$ cat src/rtl/gamma_pixel_scheduler_pkg.sv
// Shared types and constants for the LED-strip pixel pipeline (package music_strip_pkg).
package music_strip_pkg;

  localparam int PIXEL_W = 24;
  localparam int G_MSB   = 23;
  localparam int R_MSB   = 15;
  localparam int B_MSB   = 7;

  typedef enum logic [2:0] {
    IDLE,
    FETCH,
    WAIT,
    CH_G,
    CH_R,
    CH_B,
    PRESENT,
    DONE
  } sched_state_e;

  // Selects the colour byte that the given channel state feeds into the shared LUT.
  function automatic logic [7:0] channel_byte(input sched_state_e st,
                                              input logic [PIXEL_W-1:0] px);
    logic [7:0] sel;
    case (st)
      CH_G:    sel = px[G_MSB -: 8];
      CH_R:    sel = px[R_MSB -: 8];
      CH_B:    sel = px[B_MSB -: 8];
      default: sel = 8'd0;
    endcase
    return sel;
  endfunction

endpackage

$ cat src/rtl/gamma_pixel_scheduler_lut.sv
// Combinational gamma (~2.0) curve: out = round(in*in/255), so 0 maps to 0 and 255 to 255.
module gamma_correction_LUT (
  input  logic [7:0] lut_in,
  output logic [7:0] lut_out
);

  logic [15:0] square_s;

  // Square the input and rescale with round-to-nearest.
  always_comb begin
    square_s = {8'd0, lut_in} * {8'd0, lut_in};
    lut_out  = 8'((square_s + 16'd127) / 16'd255);
  end

endmodule

$ cat src/rtl/gamma_pixel_scheduler.sv
// Fetches one GRB pixel at a time, gamma-corrects each byte through one shared LUT and
// presents it on a valid/ready port. Build option GAMMA_BYPASS_EN adds a raw-copy bypass.
module gamma_pixel_scheduler
  import music_strip_pkg::*;
#(
  parameter int NUM_LEDS = 60,
  parameter int ADDR_W   = 10
) (
  input  logic               clk,
  input  logic               rst_n,
  input  logic               frame_start,
`ifdef GAMMA_BYPASS_EN
  input  logic               gamma_bypass,
`endif
  output logic               pix_rd_en,
  output logic [ADDR_W-1:0]  pix_addr,
  input  logic [PIXEL_W-1:0] pix_data,
  output logic [PIXEL_W-1:0] out_data,
  output logic               out_valid,
  input  logic               out_ready,
  output logic               busy,
  output logic               frame_done
);

  localparam logic [ADDR_W-1:0] LAST_ADDR = ADDR_W'(NUM_LEDS - 1);
  localparam logic [ADDR_W-1:0] ADDR_ONE  = ADDR_W'(1);

  sched_state_e       state_r;
  logic [ADDR_W-1:0]  pix_addr_r;
  logic               pix_rd_en_r;
  logic [PIXEL_W-1:0] pixel_r;
  logic [PIXEL_W-1:0] out_data_r;
  logic               out_valid_r;
  logic               busy_r;
  logic               frame_done_r;
  logic [7:0]         lut_in_s;
  logic [7:0]         lut_out_s;
  logic [7:0]         ch_byte_s;

  assign lut_in_s = channel_byte(state_r, pixel_r);

  gamma_correction_LUT u_gamma_lut (
    .lut_in  (lut_in_s),
    .lut_out (lut_out_s)
  );

`ifdef GAMMA_BYPASS_EN
  logic bypass_r;

  // Bypass is frozen for the whole frame at the moment the frame is accepted.
  always_ff @(posedge clk or negedge rst_n) begin
    if (!rst_n) begin
      bypass_r <= 1'b0;
    end else if (state_r == IDLE && frame_start) begin
      bypass_r <= gamma_bypass;
    end
  end

  // Channel result: raw byte when bypassed, LUT output otherwise.
  always_comb begin
    ch_byte_s = lut_out_s;
    if (bypass_r) begin
      ch_byte_s = lut_in_s;
    end else begin
      ch_byte_s = lut_out_s;
    end
  end
`else
  assign ch_byte_s = lut_out_s;
`endif

  // Frame sequencing FSM; every output is a register updated on the state transitions.
  always_ff @(posedge clk or negedge rst_n) begin
    if (!rst_n) begin
      state_r      <= IDLE;
      pix_addr_r   <= '0;
      pix_rd_en_r  <= 1'b0;
      pixel_r      <= '0;
      out_data_r   <= '0;
      out_valid_r  <= 1'b0;
      busy_r       <= 1'b0;
      frame_done_r <= 1'b0;
    end else begin
      case (state_r)
        IDLE: begin
          if (frame_start) begin
            state_r     <= FETCH;
            pix_addr_r  <= '0;
            pix_rd_en_r <= 1'b1;
            busy_r      <= 1'b1;
          end
        end
        FETCH: begin
          pix_rd_en_r <= 1'b0;
          state_r     <= WAIT;
        end
        WAIT: begin
          pixel_r <= pix_data;
          state_r <= CH_G;
        end
        CH_G: begin
          out_data_r[G_MSB -: 8] <= ch_byte_s;
          state_r                <= CH_R;
        end
        CH_R: begin
          out_data_r[R_MSB -: 8] <= ch_byte_s;
          state_r                <= CH_B;
        end
        CH_B: begin
          out_data_r[B_MSB -: 8] <= ch_byte_s;
          out_valid_r            <= 1'b1;
          state_r                <= PRESENT;
        end
        PRESENT: begin
          // The last pixel ends the frame instead of advancing, so the address never wraps.
          if (out_ready) begin
            out_valid_r <= 1'b0;
            if (pix_addr_r == LAST_ADDR) begin
              frame_done_r <= 1'b1;
              state_r      <= DONE;
            end else begin
              pix_addr_r  <= pix_addr_r + ADDR_ONE;
              pix_rd_en_r <= 1'b1;
              state_r     <= FETCH;
            end
          end
        end
        DONE: begin
          frame_done_r <= 1'b0;
          busy_r       <= 1'b0;
          state_r      <= IDLE;
        end
        default: begin
          state_r      <= IDLE;
          pix_rd_en_r  <= 1'b0;
          out_valid_r  <= 1'b0;
          busy_r       <= 1'b0;
          frame_done_r <= 1'b0;
        end
      endcase
    end
  end

  assign pix_rd_en  = pix_rd_en_r;
  assign pix_addr   = pix_addr_r;
  assign out_data   = out_data_r;
  assign out_valid  = out_valid_r;
  assign busy       = busy_r;
  assign frame_done = frame_done_r;

endmodule
$ cat config.mk
export PLATFORM = sky130hd
export DESIGN_NAME = gamma_pixel_scheduler
export DESIGN_NICKNAME = d
export VERILOG_FILES = /design/src/rtl/gamma_pixel_scheduler_pkg.sv /design/src/rtl/gamma_pixel_scheduler_lut.sv /design/src/rtl/gamma_pixel_scheduler.sv
export SDC_FILE = /design/constraint.sdc
export NUM_CORES = 1
export LEC_CHECK = 0
export ABC_AREA = 1
export CORE_UTILIZATION = 28
export CTS_CLUSTER_SIZE = 16
export DETAILED_ROUTE_END_ITERATION = 8
export GPL_ROUTABILITY_DRIVEN = 0
export PLACE_DENSITY = 0.51
export SETUP_SLACK_MARGIN = 0.15
export SLEW_MARGIN = 25
export SYNTH_ARGS = -nofsm -noshare
export SYNTH_HDL_FRONTEND = slang
export SYNTH_SLANG_ARGS = --single-unit
$ cat constraint.sdc
create_clock -name clk -period 16.9 [get_ports clk]
set_input_delay 1.69 -clock clk [delete_from_list [all_inputs] [get_ports clk]]
set_output_delay 1.69 -clock clk [all_outputs]
set_load 0.02 [all_outputs]
# [Word-level counts from Yosys, hierarchy flattened]
# Cells that the tools add are included.
[totals] wordCells=57 in_bits=28 regBits=65 out_inout_bits=38
[classes] n_reduce_logical=12 div=1 n_eq_ne=12 add_sub_neg=2 muxes=19 multipliers=1
[op_table] op="10-bit 2-to-1 mux" count=3
[op_table] op="3-bit one-hot mux with 8 select lines" count=1
[op_table] op="8-bit one-hot mux with 3 select lines" count=1
[op_table] op="10-bit one-hot mux with 2 select lines" count=1
[op_table] op="16-bit by 7-bit adder with 16-bit output, second input constant" count=1
[op_table] op="16-bit by 8-bit divider with 16-bit output, second input constant" count=1
[op_table] op="8-bit by 8-bit multiplier with 16-bit output" count=1
[op_table] op="3-bit == test, second input constant" count=4
[op_table] op="10-bit by 1-bit adder with 10-bit output, second input constant" count=1
[op_table] op="10-bit by 6-bit == test with 1-bit output, second input constant" count=1
[op_table] op="3-bit 2-to-1 mux" count=3
[op_table] op="2-bit != test, second input constant" count=4
[op_table] op="4-bit AND reduction" count=2
[op_table] op="2-bit nonzero test" count=4
[op_table] op="3-bit by 2-bit == test with 1-bit output, second input constant" count=2
[op_table] op="1-bit 2-to-1 mux" count=6
[op_table] op="1-bit one-hot mux with 2 select lines" count=3
[op_table] op="2-bit AND reduction" count=3
[op_table] op="3-bit by 1-bit == test with 1-bit output, second input constant" count=1
[op_table] op="3-bit logical NOT" count=1
[op_table] op="1-bit one-hot mux with 3 select lines" count=1
[op_table] op="3-bit AND reduction" count=1
[op_table] op="3-bit nonzero test" count=1

# [Logic depth before layout (Yosys ltp)]
[logic_depth] depth_word=5 ltp_mapped=78

# [Cells and area by module]
# A second synthesis with hierarchy kept.
[hier_totals] cells_unflattened=1026 hier_area_um2=7149.4
[modules_own_cells] module="gamma_correction_LUT" instances=1 area_each_um2=4088.9 cells_each=700
[modules_own_cells] module="gamma_pixel_scheduler" instances=1 area_each_um2=3060.4 cells_each=326

# [Worst setup path before layout]
# Ideal clock, no wire load.
[synth_timing] kind="reg2reg" from="reg state_r[1]" to="reg out_data_r[0], in the netlist out_data[0]" required_time_ns=16.779 path_buffers=3 setup_slack_ns=7.374 period_less_slack_ns=9.526 path_stages_with_launch=70 arrival_ns=9.405 cell_sequence="dfrtp_1 > inv_2 > nand2_1 > nor2_1 > clkbuf_1 > inv_1 > o22ai_1 > a21oi_1 > inv_1 > nand2_1 > fa_1 > inv_1 > fa_1 > fa_1 > inv_1 > fa_1 > inv_1 > ha_1 > [... 34 more ...] > inv_1 > ha_1 > nand3_2 > nor2_4 > nand3_4 > nand2_2 > buf_6 > nand2_1 > nand2_1 > inv_1 > ha_1 > nand3_1 > o21ai_2 > nand2_1 > nand2_1 > nand2_1 > o21bai_1 > nand2_1"
[synth_via] elab_chain_cells=5 word_cells_on_any_way=7 classes_between="add/sub (1); mul (1); div (1); eq/ne (3); mux (1)"
[synth_lines] item="start: declaration" line="gamma_pixel_scheduler.sv:28" rtl="sched_state_e state_r;"
[synth_lines] item="start signal: assignment" line="gamma_pixel_scheduler.sv:75" rtl="state_r <= IDLE;"
[synth_lines] item="start signal: assignment" line="gamma_pixel_scheduler.sv:87" rtl="state_r <= FETCH;"
[synth_lines] item="start signal: assignment" line="gamma_pixel_scheduler.sv:95" rtl="state_r <= WAIT;"
[synth_lines] item="3-bit == test, or another cell as far along" line="gamma_pixel_scheduler_pkg.sv:24, gamma_pixel_scheduler.sv:84"
[synth_lines] item="8-bit one-hot mux with 3 select lines" line="gamma_pixel_scheduler_pkg.sv:24" rtl="case (st)"
[synth_lines] item="8-bit by 8-bit multiplier with 16-bit output" line="gamma_pixel_scheduler_lut.sv:11" rtl="square_s = {8'd0, lut_in} * {8'd0, lut_in};"
[synth_lines] item="16-bit by 7-bit adder with 16-bit output" line="gamma_pixel_scheduler_lut.sv:12" rtl="lut_out = 8'((square_s + 16'd127) / 16'd255);"
[synth_lines] item="16-bit by 8-bit divider with 16-bit output" line="gamma_pixel_scheduler_lut.sv:12"
[synth_lines] item="end signal: indexed assignment" line="gamma_pixel_scheduler.sv:102" rtl="out_data_r[G_MSB -: 8] <= ch_byte_s;"
[synth_lines] item="end signal: indexed assignment" line="gamma_pixel_scheduler.sv:106" rtl="out_data_r[R_MSB -: 8] <= ch_byte_s;"
[synth_lines] item="end signal: indexed assignment" line="gamma_pixel_scheduler.sv:110" rtl="out_data_r[B_MSB -: 8] <= ch_byte_s;"
[synth_lines] item="end: declaration" line="gamma_pixel_scheduler.sv:32" rtl="logic [PIXEL_W-1:0] out_data_r;"
# Parallel ways exist; a longest one is shown, timed or not.
# A chain may end at the register's enable or synchronous reset.

# [Worst setup path after layout]
[layout_timing] from="reg state_r[2]" to="reg out_data_r[16], in the netlist out_data[16]"
[layout_via] elab_chain_cells=5 word_cells_on_any_way=7 classes_between="add/sub (1); mul (1); div (1); eq/ne (3); mux (1)"
[layout_lines] item="3-bit == test / 3-bit by 2-bit == test with 1-bit output (equally long branches)" line="gamma_pixel_scheduler_pkg.sv:24, gamma_pixel_scheduler.sv:84"
[layout_lines] item="8-bit one-hot mux with 3 select lines" line="gamma_pixel_scheduler_pkg.sv:24"
[layout_lines] item="8-bit by 8-bit multiplier with 16-bit output" line="gamma_pixel_scheduler_lut.sv:11"
[layout_lines] item="16-bit by 7-bit adder with 16-bit output" line="gamma_pixel_scheduler_lut.sv:12"
[layout_lines] item="16-bit by 8-bit divider with 16-bit output" line="gamma_pixel_scheduler_lut.sv:12"
# Parallel ways exist; a longest one is shown, timed or not.

==> impl_metrics.yaml <==
global_routing:
  grt.overflow.total: 0
  grt_antenna_before_repair: 0
  grt.busiest_layer: "met2"
  grt_usage_pct: 14.2
  grt_pass1_vias: 5635
  met1_usage_pct: 19.2
  grt_first_pass_wirelength_um: 27800
  use_met2_pct: 24.3
  grt_max_degree: 66
  use_met3_pct: 1.42
worst_hold_path:
  holdPathStages: 2
  hold_end: "out_data[4]"
  hold_path.class: "reg2reg"
  hp-start: "out_data[4]"
floorplanning:
  coreArea_um2: 22800
  start_util_pct: 28.8
  fp.dieArea_um2: 24100
  io_pins: 66
  die_w_um: 155
  num_rows: 55
  die_y_um: 155
synth:
  synth_seq_cells: 65
  synth_area_leader_cell: "dfrtp_1"
  synth.most_common_cell: "nand2_1"
  synth_edf_count: 0
  syn-cell-area_um2: 6590
  ys_top_cells_by_area: "dfrtp_1, nand2_1, inv_1"
  synthArstFlopShare_pct: 100
  avgSynthCellArea_um2: 7.04
  synth_common_cells: "nand2_1, inv_1, dfrtp_1"
  yosys_warnings: 0
  yosysTopAreaCellShare_pct: 24.7
  ys_seq_area_share_pct: 24.7
  ys.flop_type: "dfrtp_1"
  synth_cell_types: 49
  netlist_instances: 936
  syn_nets: 1023
finish:
  area.growth.synth_to_final_pct: 19.7
  nNetsFinal: 1090
  drive_above_1_share_pct: 11.0
  fillCellCount: 2501
  n_antenna_cell: 0
  multi_input_area_um2: 4230
  seq_area_um2: 1630
  instances_no_fill: 1321
  design_area_um2: 7890
  utilization_pct: 34.5
cts:
  cts_buffer_depth: 2
  clockRootBuffer: "clkbuf_16"
  cts_tree: "yes"
  h-tree-depth: 3
  worst_skew_pair.late_latency_ps: 340
  cts_resized: 0
  holdBufCountCts: 0
  post-cts-setup-buffers: 0
  numCtsBuffers: 9
  clk_pin_slew_ps: 60
  cts_sinks: 65
sta:
  setup_tns_ps: 0
  worstMarginPinSlew_ps: 907
  maxSlewHeadroom_pct: 39.4
  hold_viol_final: 0
  maxClockFrequency_ghz: 0.0898
  fin_crit_sh_pct: 65.9
  slew_viol_final: 0
  fin_crit_ps: 11130
  skew_ps: 6.66
  setup_viol: 0
  rsz0062_at_grt: "false"
setup_path:
  crit_required_ps: 17120
  worst_r2r_path_depth: 66
  worstPathMaxFanout: 18
  worstSetupStartpointType: "register"
  worstSetupPathType: "reg2reg"
  ff2ff_setup_slack_ps: 5770
  reg2reg_from: "state_r[2]"
  cp_slowest_cell: "nor3_4"
  cp_common_cell: "nand2_1"
  worst_setup_path_end_kind: "register"
  r2r-end: "out_data[16]"
  cp.arrival_ps: 11350
  slowest_delay_ps: 650
run:
  max_cap_viol_count: 0
drt:
  first_iter_violations: 325
  routedWlPerCell_um: 12.2
  viasPerCell: 4.46
  drt-pass1-iter-count: 5
  drc: 0
  ant_nets: 0
  via_count: 5887
  routed_wl_um: 16100
placed_design:
  place_area_um2: 7590
  hpwl_um: 12800
  io_buffers: 65
  dp.cells: 1305
run_status:
  status: "finished, final reports clean"
==> how the worst max path moves through the flow <==
stage / slack, ps / to / from / cells past startpoint
final: 5770 / out_data[16] / state_r[2] / 66
after global routing: 4530 / out_data[16] / state_r[2] / 66
after CTS: 5700 / out_data[16] / state_r[2] / 66
after detailed placement: 5740 / out_data[16] / state_r[2] / 66
after global placement: 5870 / out_data[0] / state_r[2] / 66
after floorplan: 7370 / out_data[0] / state_r[1] / 69
==> layout make-up <==
class                      instances  area share (%)
timing repair buffer              68            8.47
clock buffer                       9            2.85
multi-input combinational        680            53.6
sequential                        65            20.6
tap                              313            4.96
clock inverter                     7           0.967
inverter                         179            8.52
==> metal layers <==
| metal | share of wire (%) | wire length (um) | vias to the layer above |
|---|---|---|---|
| met2 | 47 | 7600 | 105 |
| met4 | 0.86 | 138 | 0 |
| met5 | 0 | 0 | - |
| met1 | 49 | 7860 | 2693 |
| met3 | 3.0 | 478 | 9 |
| li1 | - | - | 3080 |
==> per-stage QoR <==
stage | setup slack (ps) | hold slack [ps]
detailed placement | 5740 | 472
global placement | 5870 | 469
floorplan | 7370 | 480
CTS | 5700 | 488
global route | 4530 | 498
finish | 5770 | 482
==> layout by cell type (no fill, tap or decap), types with 6 or more instances in the layout <==
master / synthesis / final
a21oi_1: 26 / 26
a31oi_1: 13 / 13
clkbuf_16: 0 / 9
clkdlybuf4s50_1: 0 / 64
dfrtp_1: 65 / 65
fa_1: 30 / 30
ha_1: 29 / 29
inv_1: 168 / 168
inv_2: 8 / 8
mux2_2: 20 / 20
nand2_1: 273 / 273
nand2_2: 22 / 22
nand2_4: 6 / 6
nand3_1: 64 / 64
nand3_2: 10 / 10
nand4_1: 18 / 18
nor2_1: 63 / 63
nor2_4: 6 / 6
nor3_1: 11 / 11
o21ai_0: 27 / 27
xor2_1: 14 / 14
==> kinds of logic (layout without fill, tap and decap cells) <==
family / after synthesis / count (layout) / share of synthesized area [%]
xor+xnor: 19 / 19 / 2.92
simple gates: 496 / 496 / 35.6
mux: 20 / 20 / 3.42
buf+inv: 191 / 263 / 11.1
fa+ha+maj: 59 / 59 / 14.6
flops: 65 / 65 / 24.7
compound gates: 86 / 86 / 7.58
==> worst max-delay path, delay by kind of cell (launching register included) <==
family,cells,cell delay [ps]
adder cells (fa/ha/maj),6,2670
XOR/XNOR,2,550
buffers and inverters,11,1150
AO/OA/AOI/OAI,3,430
AND/OR/NAND/NOR,44,5740
flip-flops,1,460
==> flip-flops by register name, summed over array words and instances, names as in the netlist <==
signal      flops
out_data       24
frame_done      1
busy            1
pix_addr       10
state_r         3
pixel_r        24
out_valid       1
pix_rd_en       1
Power is left out: the tool's default activity adds up to more than one toggle a clock period on the data nets, which glitch-free logic cannot reach.
